<file path="config.mk">
export PLATFORM = sky130hd
export DESIGN_NAME = ibm_rx
export DESIGN_NICKNAME = d
export VERILOG_FILES = /design/src/rtl/ibm_rx.sv
export SDC_FILE = /design/constraint.sdc
export NUM_CORES = 1
export LEC_CHECK = 0
export CAP_MARGIN = 20
export CORE_UTILIZATION = 40
export DETAILED_ROUTE_END_ITERATION = 12
export PLACE_DENSITY = 0.67
export SKIP_CTS_REPAIR_TIMING = 1
export SLEW_MARGIN = 30
export SYNTH_ARGS = -nofsm -noshare
export SYNTH_HDL_FRONTEND = slang
export SYNTH_SLANG_ARGS = --single-unit
</file>
<file path="constraint.sdc">
create_clock -name clk -period 5.3 [get_ports clk]
set_input_delay 0.795 -clock clk [delete_from_list [all_inputs] [get_ports clk]]
set_output_delay 0.795 -clock clk [all_outputs]
set_load 0.01 [all_outputs]
</file>
<file path="src/rtl/ibm_rx.sv">
// ---------------------------------------------------------------------------
// ibm_rx - input buffer manager, receive side.
//
// Takes the 134-bit line stream plus TSN metadata from the ingress action
// stage, allocates a buffer ID from a free pool, and writes each line into
// the shared packet RAM at {ID,line}. A good packet end emits a descriptor
// {ID, last line, md[23:8]} to the queue manager. A bad or oversize packet
// returns its ID to the pool instead.
//
// Ports
//   clk, rst_n              clock, async active-low reset
//   in_ibm_data/_wr         line + strobe ([133:132] 01 head, 11 body, 10 tail)
//   in_ibm_valid/_wr        end-of-packet strobe and good/bad flag
//   in_ibm_tsn_md/_wr       TSN metadata + strobe
//   in_ibm_free_id/_wr      ID released by the transmit side
//   out_ibm_bufm_ID_count   free IDs in the pool
//   out_ibm_ram_*           packet RAM write port
//   out_ibm_desc/_wr        descriptor + one-cycle strobe
//   out_ibm_pkt_cnt         committed packets
//   out_ibm_drop_cnt        dropped packets
//   out_ibm_err             sticky: release refused because the pool was full
// ---------------------------------------------------------------------------
module ibm_rx #(
    parameter int ID_NUM = 32,
    parameter int ID_W   = 5,
    parameter int LINE_W = 7
) (
    input  logic                      clk,
    input  logic                      rst_n,
    input  logic [133:0]              in_ibm_data,
    input  logic                      in_ibm_data_wr,
    input  logic                      in_ibm_valid,
    input  logic                      in_ibm_valid_wr,
    input  logic [23:0]               in_ibm_tsn_md,
    input  logic                      in_ibm_tsn_md_wr,
    output logic [5:0]                out_ibm_bufm_ID_count,
    output logic                      out_ibm_ram_wr,
    output logic [ID_W+LINE_W-1:0]    out_ibm_ram_addr,
    output logic [133:0]              out_ibm_ram_data,
    output logic [ID_W+LINE_W+15:0]   out_ibm_desc,
    output logic                      out_ibm_desc_wr,
    input  logic [ID_W-1:0]           in_ibm_free_id,
    input  logic                      in_ibm_free_id_wr,
    output logic [31:0]               out_ibm_pkt_cnt,
    output logic [31:0]               out_ibm_drop_cnt,
    output logic                      out_ibm_err
);

    localparam int AW = ID_W + LINE_W;
    localparam int DW = AW + 16;
    localparam logic [ID_W-1:0] ID_LAST = ID_W'(ID_NUM - 1);

    typedef enum logic [1:0] {S_INIT, S_IDLE, S_WR, S_DISC} state_t;

    state_t              state_q, state_d;
    logic [ID_W-1:0]     init_q, init_d;
    logic [ID_W-1:0]     rd_ptr_q, rd_ptr_d, wr_ptr_q, wr_ptr_d;
    logic [5:0]          cnt_q, cnt_d;
    logic [ID_W-1:0]     id_q, id_d;
    logic [LINE_W-1:0]   line_q, line_d;
    logic [15:0]         md_q, md_d;
    logic                ram_wr_q, ram_wr_d;
    logic [AW-1:0]       ram_addr_q, ram_addr_d;
    logic [133:0]        ram_data_q, ram_data_d;
    logic [DW-1:0]       desc_q, desc_d;
    logic                desc_wr_q, desc_wr_d;
    logic [31:0]         pkt_cnt_q, pkt_cnt_d, drop_cnt_q, drop_cnt_d;
    logic                err_q, err_d;

    logic [ID_W-1:0]     fifo_mem [ID_NUM];
    logic [ID_W-1:0]     pop_id, int_id, push0_id, push1_id, wr_ptr_p1;
    logic                pop, int_ret, ext_ok, push0, push1;
    logic                is_head, is_tail;
    logic [15:0]         md_cur;
    logic [LINE_W-1:0]   line_last;
    logic [6:0]          room;

    logic unused_md;
    assign unused_md = &{1'b0, in_ibm_tsn_md[7:0]};

    // Pool pointers wrap at ID_NUM, which need not be a power of two.
    function automatic logic [ID_W-1:0] nxt(input logic [ID_W-1:0] p);
        return (p == ID_LAST) ? '0 : p + 1'b1;
    endfunction

    assign pop_id    = fifo_mem[rd_ptr_q];
    assign wr_ptr_p1 = nxt(wr_ptr_q);
    assign is_head   = (in_ibm_data[133:132] == 2'b01);
    assign is_tail   = (in_ibm_data[133:132] == 2'b10);
    assign md_cur    = in_ibm_tsn_md_wr ? in_ibm_tsn_md[23:8] : md_q;
    assign line_last = in_ibm_data_wr ? line_q + 1'b1 : line_q;

    always_comb begin
        state_d    = state_q;
        init_d     = init_q;
        id_d       = id_q;
        line_d     = line_q;
        md_d       = md_q;
        ram_wr_d   = 1'b0;
        ram_addr_d = ram_addr_q;
        ram_data_d = ram_data_q;
        desc_d     = desc_q;
        desc_wr_d  = 1'b0;
        pkt_cnt_d  = pkt_cnt_q;
        drop_cnt_d = drop_cnt_q;
        pop        = 1'b0;
        int_ret    = 1'b0;
        int_id     = id_q;

        case (state_q)
            S_INIT: begin
                init_d = init_q + 1'b1;
                if (init_q == ID_LAST) state_d = S_IDLE;
            end
            S_IDLE: begin
                if (in_ibm_data_wr && is_head) begin
                    if (cnt_q == '0) begin
                        drop_cnt_d = drop_cnt_q + 32'd1;
                        state_d    = in_ibm_valid_wr ? S_IDLE : S_DISC;
                    end else begin
                        pop        = 1'b1;
                        id_d       = pop_id;
                        md_d       = md_cur;
                        line_d     = '0;
                        ram_wr_d   = 1'b1;
                        ram_addr_d = {pop_id, {LINE_W{1'b0}}};
                        ram_data_d = in_ibm_data;
                        if (!in_ibm_valid_wr) begin
                            state_d = S_WR;
                        end else if (in_ibm_valid) begin
                            // single-line packet commits on the spot
                            desc_d    = {pop_id, {LINE_W{1'b0}}, md_cur};
                            desc_wr_d = 1'b1;
                            pkt_cnt_d = pkt_cnt_q + 32'd1;
                        end else begin
                            int_ret    = 1'b1;
                            int_id     = pop_id;
                            drop_cnt_d = drop_cnt_q + 32'd1;
                        end
                    end
                end
            end
            S_WR: begin
                if (in_ibm_tsn_md_wr) md_d = in_ibm_tsn_md[23:8];
                if (in_ibm_data_wr && line_q == {LINE_W{1'b1}}) begin
                    // buffer full: give the ID back and discard the rest
                    int_ret    = 1'b1;
                    drop_cnt_d = drop_cnt_q + 32'd1;
                    state_d    = in_ibm_valid_wr ? S_IDLE : S_DISC;
                end else begin
                    if (in_ibm_data_wr) begin
                        line_d     = line_last;
                        ram_wr_d   = 1'b1;
                        ram_addr_d = {id_q, line_last};
                        ram_data_d = in_ibm_data;
                    end
                    if (in_ibm_valid_wr) begin
                        state_d = S_IDLE;
                        if (in_ibm_valid) begin
                            desc_d    = {id_q, line_last, md_cur};
                            desc_wr_d = 1'b1;
                            pkt_cnt_d = pkt_cnt_q + 32'd1;
                        end else begin
                            int_ret    = 1'b1;
                            drop_cnt_d = drop_cnt_q + 32'd1;
                        end
                    end
                end
            end
            S_DISC: begin
                if (in_ibm_valid_wr || (in_ibm_data_wr && is_tail)) state_d = S_IDLE;
            end
            default: state_d = S_INIT;
        endcase
    end

    // Pool pushes: INIT fill, internal return and external release. The last
    // two may coincide and are written as two consecutive entries. A release
    // is refused if it would take the pool past ID_NUM.
    always_comb begin
        room     = {1'b0, cnt_q} + 7'(int_ret) - 7'(pop);
        ext_ok   = in_ibm_free_id_wr && (state_q != S_INIT) && (room < 7'(ID_NUM));
        err_d    = err_q | (in_ibm_free_id_wr && (state_q != S_INIT) && !ext_ok);
        push0    = 1'b0;
        push1    = 1'b0;
        push0_id = init_q;
        push1_id = in_ibm_free_id;
        if (state_q == S_INIT) begin
            push0 = 1'b1;
        end else if (int_ret) begin
            push0    = 1'b1;
            push0_id = int_id;
            push1    = ext_ok;
        end else if (ext_ok) begin
            push0    = 1'b1;
            push0_id = in_ibm_free_id;
        end
        cnt_d    = cnt_q + 6'(push0) + 6'(push1) - 6'(pop);
        rd_ptr_d = pop ? nxt(rd_ptr_q) : rd_ptr_q;
        wr_ptr_d = push1 ? nxt(wr_ptr_p1) : (push0 ? wr_ptr_p1 : wr_ptr_q);
    end

    always_ff @(posedge clk) begin
        if (push0) fifo_mem[wr_ptr_q]  <= push0_id;
        if (push1) fifo_mem[wr_ptr_p1] <= push1_id;
    end

    always_ff @(posedge clk or negedge rst_n) begin
        if (!rst_n) begin
            state_q    <= S_INIT;
            init_q     <= '0;
            rd_ptr_q   <= '0;
            wr_ptr_q   <= '0;
            cnt_q      <= '0;
            id_q       <= '0;
            line_q     <= '0;
            md_q       <= '0;
            ram_wr_q   <= 1'b0;
            ram_addr_q <= '0;
            ram_data_q <= '0;
            desc_q     <= '0;
            desc_wr_q  <= 1'b0;
            pkt_cnt_q  <= '0;
            drop_cnt_q <= '0;
            err_q      <= 1'b0;
        end else begin
            state_q    <= state_d;
            init_q     <= init_d;
            rd_ptr_q   <= rd_ptr_d;
            wr_ptr_q   <= wr_ptr_d;
            cnt_q      <= cnt_d;
            id_q       <= id_d;
            line_q     <= line_d;
            md_q       <= md_d;
            ram_wr_q   <= ram_wr_d;
            ram_addr_q <= ram_addr_d;
            ram_data_q <= ram_data_d;
            desc_q     <= desc_d;
            desc_wr_q  <= desc_wr_d;
            pkt_cnt_q  <= pkt_cnt_d;
            drop_cnt_q <= drop_cnt_d;
            err_q      <= err_d;
        end
    end

    assign out_ibm_bufm_ID_count = cnt_q;
    assign out_ibm_ram_wr        = ram_wr_q;
    assign out_ibm_ram_addr      = ram_addr_q;
    assign out_ibm_ram_data      = ram_data_q;
    assign out_ibm_desc          = desc_q;
    assign out_ibm_desc_wr       = desc_wr_q;
    assign out_ibm_pkt_cnt       = pkt_cnt_q;
    assign out_ibm_drop_cnt      = drop_cnt_q;
    assign out_ibm_err           = err_q;

endmodule

</file>
Word-level counts from Yosys, hierarchy flattened
Memories as Yosys holds them, arrays and structs flattened.
Index checks and enable logic that the tools add are counted.
W data, S select, Z words.
{"block": "word_totals", "register_bits": 292, "mem_bits_rw": 160, "input_bits": 170, "out_inout_bits": 247, "elab_cells": 163, "mem_count": 1}
{"name": "fifo_mem", "words": 32, "word_bits": 5, "rd": 1, "rd_ports_with_merged_regs": 0, "write_ports": 2, "line_no": "70", "text": "logic [ID_W-1:0] fifo_mem [ID_NUM];"}
{"block": "classes", "add_sub_neg": 12, "order_cmp": 1, "eq_ne": 22, "mux": 89, "n_bitwise": 2, "n_reduce_logical": 20}
{"cell": "$mux W134", "count": 4}
{"cell": "$mux W32", "count": 10}
{"cell": "$pmux W134 S2", "count": 1}
{"cell": "$mux W28", "count": 7}
{"cell": "$pmux W32 S2", "count": 2}
{"cell": "$mux W5", "count": 13}
{"cell": "$add A32 B1 Y32 const B", "count": 2}
{"cell": "$pmux W28 S2", "count": 1}
{"cell": "$mux W12", "count": 4}
{"cell": "$mux W16", "count": 3}
{"cell": "$mux W7", "count": 5}
{"cell": "$pmux W16 S2", "count": 1}
{"cell": "$mux W1", "count": 24}
{"cell": "$pmux W12 S2", "count": 1}
{"cell": "$add A5 B1 Y5 const B", "count": 4}
{"cell": "$eq A5 B5 Y1 const B", "count": 4}
{"cell": "$ne A2 B2 Y1 const B", "count": 10}
{"cell": "$mux W2", "count": 8}
{"cell": "$pmux W7 S2", "count": 1}
{"cell": "$add A6 B1 Y6", "count": 2}
{"cell": "$reduce_and A5 Y1", "count": 2}
{"cell": "$pmux W2 S4", "count": 1}
{"cell": "$reduce_and A8 Y1", "count": 1}
{"cell": "$add A6 B1 Y7", "count": 1}
{"cell": "other kinds (20)", "count": 34}

Longest topological paths before layout
{"block": "depth", "word_depth": 15, "depth_mapped": 25, "depth_no_buf": 23}

Least setup slack after synthesis
OpenSTA, ideal clock, no wires.
{"block": "synth_path", "kind": "reg-to-reg", "from": "register cnt_q[5] (netlist: out_ibm_bufm_ID_count[5])", "to": "register cnt_q[4] (netlist: out_ibm_bufm_ID_count[4])", "setup_time_ps": 80, "arrival_time_ps": 4655, "required_time_ps": 5220, "path_slack_ps": 565, "stages_incl_launch_ff": 25, "n_path_buf": 1, "synth_period_minus_slack_ps": 4735, "cell_sequence": "dfrtp_1 inv_1 ha_1 nor4bb_1 o31ai_2 and3_1 buf_4 inv_1 ha_1 inv_1 ha_1 nand4b_1 a21oi_1 o21a_1 or2_2 a211o_1 inv_1 ha_1 inv_1 fa_1 fa_1 a21oi_1 nor2_1 nor2_1 xnor2_1"}
{"block": "synth_via", "elab_chain_cells": 14, "word_cells_on_any_way": 19, "classes_between": "add/sub: 5; order compare: 1; mux: 11; reduce/logical: 2"}
{"element": "start, declared", "line_no": "58", "text": "logic [5:0] cnt_q, cnt_d;"}
{"element": "start signal, assigned", "line_no": "231", "text": "cnt_q <= cnt_d;"}
{"element": "$logic_not A6 Y1", "line_no": "117", "text": "if (cnt_q == '0) begin"}
{"element": "$mux W1", "line_no": "117"}
{"element": "$mux W1", "line_no": "116", "text": "if (in_ibm_data_wr && is_head) begin"}
{"element": "$pmux W1 S2", "line_no": "110", "text": "case (state_q)"}
{"element": "$add A6 B1 Y7", "line_no": "181", "text": "room = {1'b0, cnt_q} + 7'(int_ret) - 7'(pop);"}
{"element": "$sub A7 B1 Y7", "line_no": "181"}
{"element": "$lt A7 B6 Y1", "line_no": "182", "text": "ext_ok = in_ibm_free_id_wr && (state_q != S_INIT) && (room < 7'(ID_NUM));"}
{"element": "$logic_and A1 B1 Y1", "line_no": "182"}
{"element": "$mux W1", "line_no": "194", "text": "end else if (ext_ok) begin"}
{"element": "$mux W1", "line_no": "190", "text": "end else if (int_ret) begin"}
{"element": "$mux W1", "line_no": "188", "text": "if (state_q == S_INIT) begin"}
{"element": "$add A6 B1 Y6 (2 in series)", "line_no": "198", "text": "cnt_d = cnt_q + 6'(push0) + 6'(push1) - 6'(pop);"}
{"element": "$sub A6 B1 Y6 (*)", "line_no": "198"}
{"element": "net cnt_d[4]", "line_no": "58"}
Mark *: on every way through the listed nets, which the timed path passes. The rest lies on a longest branch.
A chain may end at the register's enable or synchronous reset.

Worst setup path after layout
Ends and elaborated chain as after synthesis.

==> impl_summary.log <==
INFO  metric grt_pass1_vias = 16.4k
INFO  metric ant_nets = 0
INFO  metric drt-wirelength-per-cell = 21.1 um
INFO  metric power.density = 554 nW/um^2
INFO  metric max-vdd-ir-drop = 0.000303 V
INFO  metric clock_skew = 0.0303 ns
INFO  metric number_of_maximum_capacitance_constraint_violations = 0
INFO  metric cts-root-buf = sky130_fd_sc_hd__clkbuf_16
INFO  metric report.final.slew_viol_count = 0
INFO  metric max_slew.worst_pin.slew = 0.955 ns
INFO  metric cp_common_cell = sky130_fd_sc_hd__inv_1
INFO  metric clkTransAtPathRegs = 0.07 ns
INFO  metric critPathBufInv = 5
INFO  metric buffers_from_clock_root_to_sink_at_most = 3
INFO  metric synth.ff_latch_count = 445
INFO  metric wl = 65900 um
INFO  metric finalWorstSetupSlack = 0.426 ns
INFO  metric netlist.top_cell.by_area = sky130_fd_sc_hd__dfrtp_1
INFO  metric die_w = 233 um
INFO  metric status = completed
INFO  metric timing.rr.start = out_ibm_bufm_ID_count[5]$_DFF_PN0_
INFO  metric synth_largest_type_area_fraction = 33.5%
INFO  metric synth-edff-count = 160
INFO  metric worstSkewPairLatency = 0.60 ns
INFO  metric drc = 0
INFO  metric num-nets-final = 2596
INFO  metric grt_max_degree = 126
INFO  metric netlist_area = 21300 um^2
INFO  metric post-synth-top-count-cell = sky130_fd_sc_hd__nand2_1
INFO  metric synth_common_cells = sky130_fd_sc_hd__nand2_1, sky130_fd_sc_hd__dfrtp_1, sky130_fd_sc_hd__edfxtp_1, sky130_fd_sc_hd__nor2_1, sky130_fd_sc_hd__a21oi_1
INFO  metric post-dp-hpwl = 47400 um
INFO  metric preCtsSetupSlack = 0.0625 ns
INFO  metric grt_pass1_wl = 99300 um
INFO  metric area_of_the_core = 52600 um^2
INFO  metric floorplan.die_area = 54100 um^2
INFO  metric area_growth = 30.4%
INFO  metric synthFlopType = sky130_fd_sc_hd__dfrtp_1
INFO  metric worst_setup_path_startpoint = out_ibm_bufm_ID_count[5]$_DFF_PN0_
INFO  metric achievable-frequency = 205 MHz
INFO  metric ys_types = 73
INFO  metric filler_cell_count = 4594
INFO  metric worstPathArrival = 5.39 ns
INFO  metric yosys_warnings = 0
INFO  metric cp_slowest_cell = sky130_fd_sc_hd__nor4bb_1
INFO  metric timing_worst_setup_path_type = flip-flop to flip-flop
INFO  metric die-height = 233 um
INFO  metric accumulated_negative_setup_slack = 0 ns
INFO  metric cpPeakStageDelay = 0.64 ns
INFO  metric initial_utilization = 40.5%
INFO  metric period_needed = 4.87 ns
INFO  metric largest_cells_by_area_after_synthesis = sky130_fd_sc_hd__dfrtp_1, sky130_fd_sc_hd__edfxtp_1, sky130_fd_sc_hd__nand2_1, sky130_fd_sc_hd__mux2_2, sky130_fd_sc_hd__mux2i_1
INFO  metric yosysSeqAreaShare = 56.1%
INFO  metric min_path_type = primary input to async pin
INFO  metric htree_levels = 2
INFO  metric fin_crit_sh = 92.0%
INFO  metric rsz0062_at_grt = no
INFO  metric average_via_count_per_standard_cell = 5.43
INFO  metric vias = 17.0k
INFO  metric total_gr_overflow = 0
INFO  metric path_cells = inv_1 > ha_1 > nor4bb_1 > o31ai_2 > and3_1 > inv_1 > ha_1 > inv_1 > ha_1 > nand4b_1 > a21oi_1 > nor3_1 > or2_2 > a211o_1 > inv_1 > ha_1 > inv_1 > fa_1 > fa_1 > a21oi_1 > nor2_1 > nor2_1 > xnor2_1
INFO  metric fp-row-count = 84
INFO  metric portBuffers = 408
INFO  metric hold_violations_final = 0
INFO  metric syn-num-nets = 2210
INFO  metric cp_max_fo = 4
INFO  metric numCtsBuffers = 49
INFO  metric critical_path.endpoint_type = flip-flop
INFO  metric drive_above_1_share = 10.4%
INFO  metric drt_iter0_drc = 1323
INFO  metric power_leakage = 11.7 nW
INFO  metric detail_route.first_pass.iterations = 6
INFO  metric synth_area_per_cell = 10.6 um^2
INFO  metric initial_antenna_violation_count = 2
INFO  metric slew_headroom = 36.1%
INFO  metric worstSetupStartpointType = flip-flop
INFO  metric async_flop_share = 64.0%
INFO  metric grt_util_all_layers = 23.9%
INFO  metric timing.final.setup_violations = 0
INFO  metric final_total_power = 0.0154 W
INFO  metric post_synth_inst_count = 2009
INFO  metric tritoncts_num_sinks = 445
INFO  metric cp_top_family = simple AND/OR/NAND/NOR gates
INFO  metric gpl_wtd_cong = 0.903
INFO  metric cts_tree = yes
INFO  metric endpoint_required_time_on_the_critical_path = 5.82 ns
INFO  metric boundaryPins = 417
-- report_power, final --
group          switching, W  internal (W)  leakage [nW]
sequential         0.000600       0.00478          5.04
clock               0.00143       0.00205         0.821
combinational       0.00357       0.00295          5.83
total               0.00561       0.00977          11.7
-- flip-flops by register name, summed over array words and instances (netlist names), 6 cells and up --
signal,count
fifo_mem,160
out_ibm_ram_data,134
out_ibm_drop_cnt,32
out_ibm_pkt_cnt,32
out_ibm_desc,28
md_q,16
line_q,6
out_ibm_bufm_ID_count,6
out_ibm_ram_addr,6
-- cells in the final DEF (no fill, tap or decap), types with 14 or more instances in the layout --
master,instances
sky130_fd_sc_hd__a21oi_1,102
sky130_fd_sc_hd__mux2_2,84
sky130_fd_sc_hd__clkbuf_16,51
sky130_fd_sc_hd__mux4_1,14
sky130_fd_sc_hd__and3_1,25
sky130_fd_sc_hd__dfrtp_1,284
sky130_fd_sc_hd__nor2_1,113
sky130_fd_sc_hd__clkdlybuf4s50_1,407
sky130_fd_sc_hd__xor2_1,30
sky130_fd_sc_hd__mux4_2,17
sky130_fd_sc_hd__xnor2_1,47
sky130_fd_sc_hd__nand3_1,70
sky130_fd_sc_hd__nor3_1,44
sky130_fd_sc_hd__edfxtp_1,160
sky130_fd_sc_hd__nand4_1,34
sky130_fd_sc_hd__mux2i_1,53
sky130_fd_sc_hd__buf_4,42
sky130_fd_sc_hd__ha_1,29
sky130_fd_sc_hd__nand2_1,557
sky130_fd_sc_hd__o21ai_0,53
sky130_fd_sc_hd__inv_1,33
-- final cells by class --
| cell class | instances | area (um^2) | area share, % |
|---|---|---|---|
| tap | 688 | 861 | 3.10 |
| timing repair buffer | 455 | 4510 | 16.3 |
| inverter | 33 | 124 | 0.447 |
| clock inverter | 16 | 161 | 0.582 |
| antenna | 3 | 7.51 | 0.0271 |
| clock buffer | 74 | 1490 | 5.38 |
| sequential | 445 | 11900 | 43.0 |
| multi-input combinational | 1411 | 8640 | 31.2 |
-- kinds of logic (layout without fill, tap and decap cells) --
logic type / count (synthesis) / count (layout) / synth area share (%)
AND/OR/NAND/NOR: 899 / 899 / 18.2
buffers and inverters: 153 / 578 / 3.34
multiplexers: 168 / 168 / 10.5
AO/OA/AOI/OAI: 236 / 236 / 6.81
flip-flops: 445 / 445 / 56.1
XOR/XNOR: 77 / 77 / 3.17
other: 0 / 3 / 0
adder cells (fa/ha/maj): 31 / 31 / 1.89
-- layer usage --
metal | wire, um | share of wire (%) | GRT usage (%) | up-vias
met1 | 26500 | 40 | 30.7 | 8356
met2 | 31600 | 48 | 39.5 | 712
met5 | 0 | 0 | 0 | -
met3 | 5230 | 7.9 | 5.17 | 130
met4 | 2520 | 3.8 | 9.11 | 0
li1 | - | - | - | 7760
-- through the flow --
step                util, %  hold slack (ns)  instance area (um^2)  instances
finish                 52.8            0.195                 27700       3125
detailed placement     49.6            0.461                 26000       3031
CTS                    52.7            0.363                 27700       3121
global route           52.8            0.218                 27700       3122
floorplan                 -            0.464                 21300       2009
global placement       49.6            0.457                 26000       3031
-- path summary, 6_finish.rpt --
path                                                      endpoint  slack (ns)  cells past startpoint
min in group clk                  out_ibm_ram_data[60]$_DFFE_PN0P_        0.47                      2
worst max-delay path            out_ibm_bufm_ID_count[4]$_DFF_PN0_        0.43                     23
worst min-delay path                       wr_ptr_q[1]$_DFFE_PN0P_        0.19                      1
worst min register to register    out_ibm_ram_data[60]$_DFFE_PN0P_        0.47                      2
worst max register to register  out_ibm_bufm_ID_count[4]$_DFF_PN0_        0.43                     23
max in group asynchronous         out_ibm_ram_data[68]$_DFFE_PN0P_        4.20                      2
(Power assumes the default switching activity.)
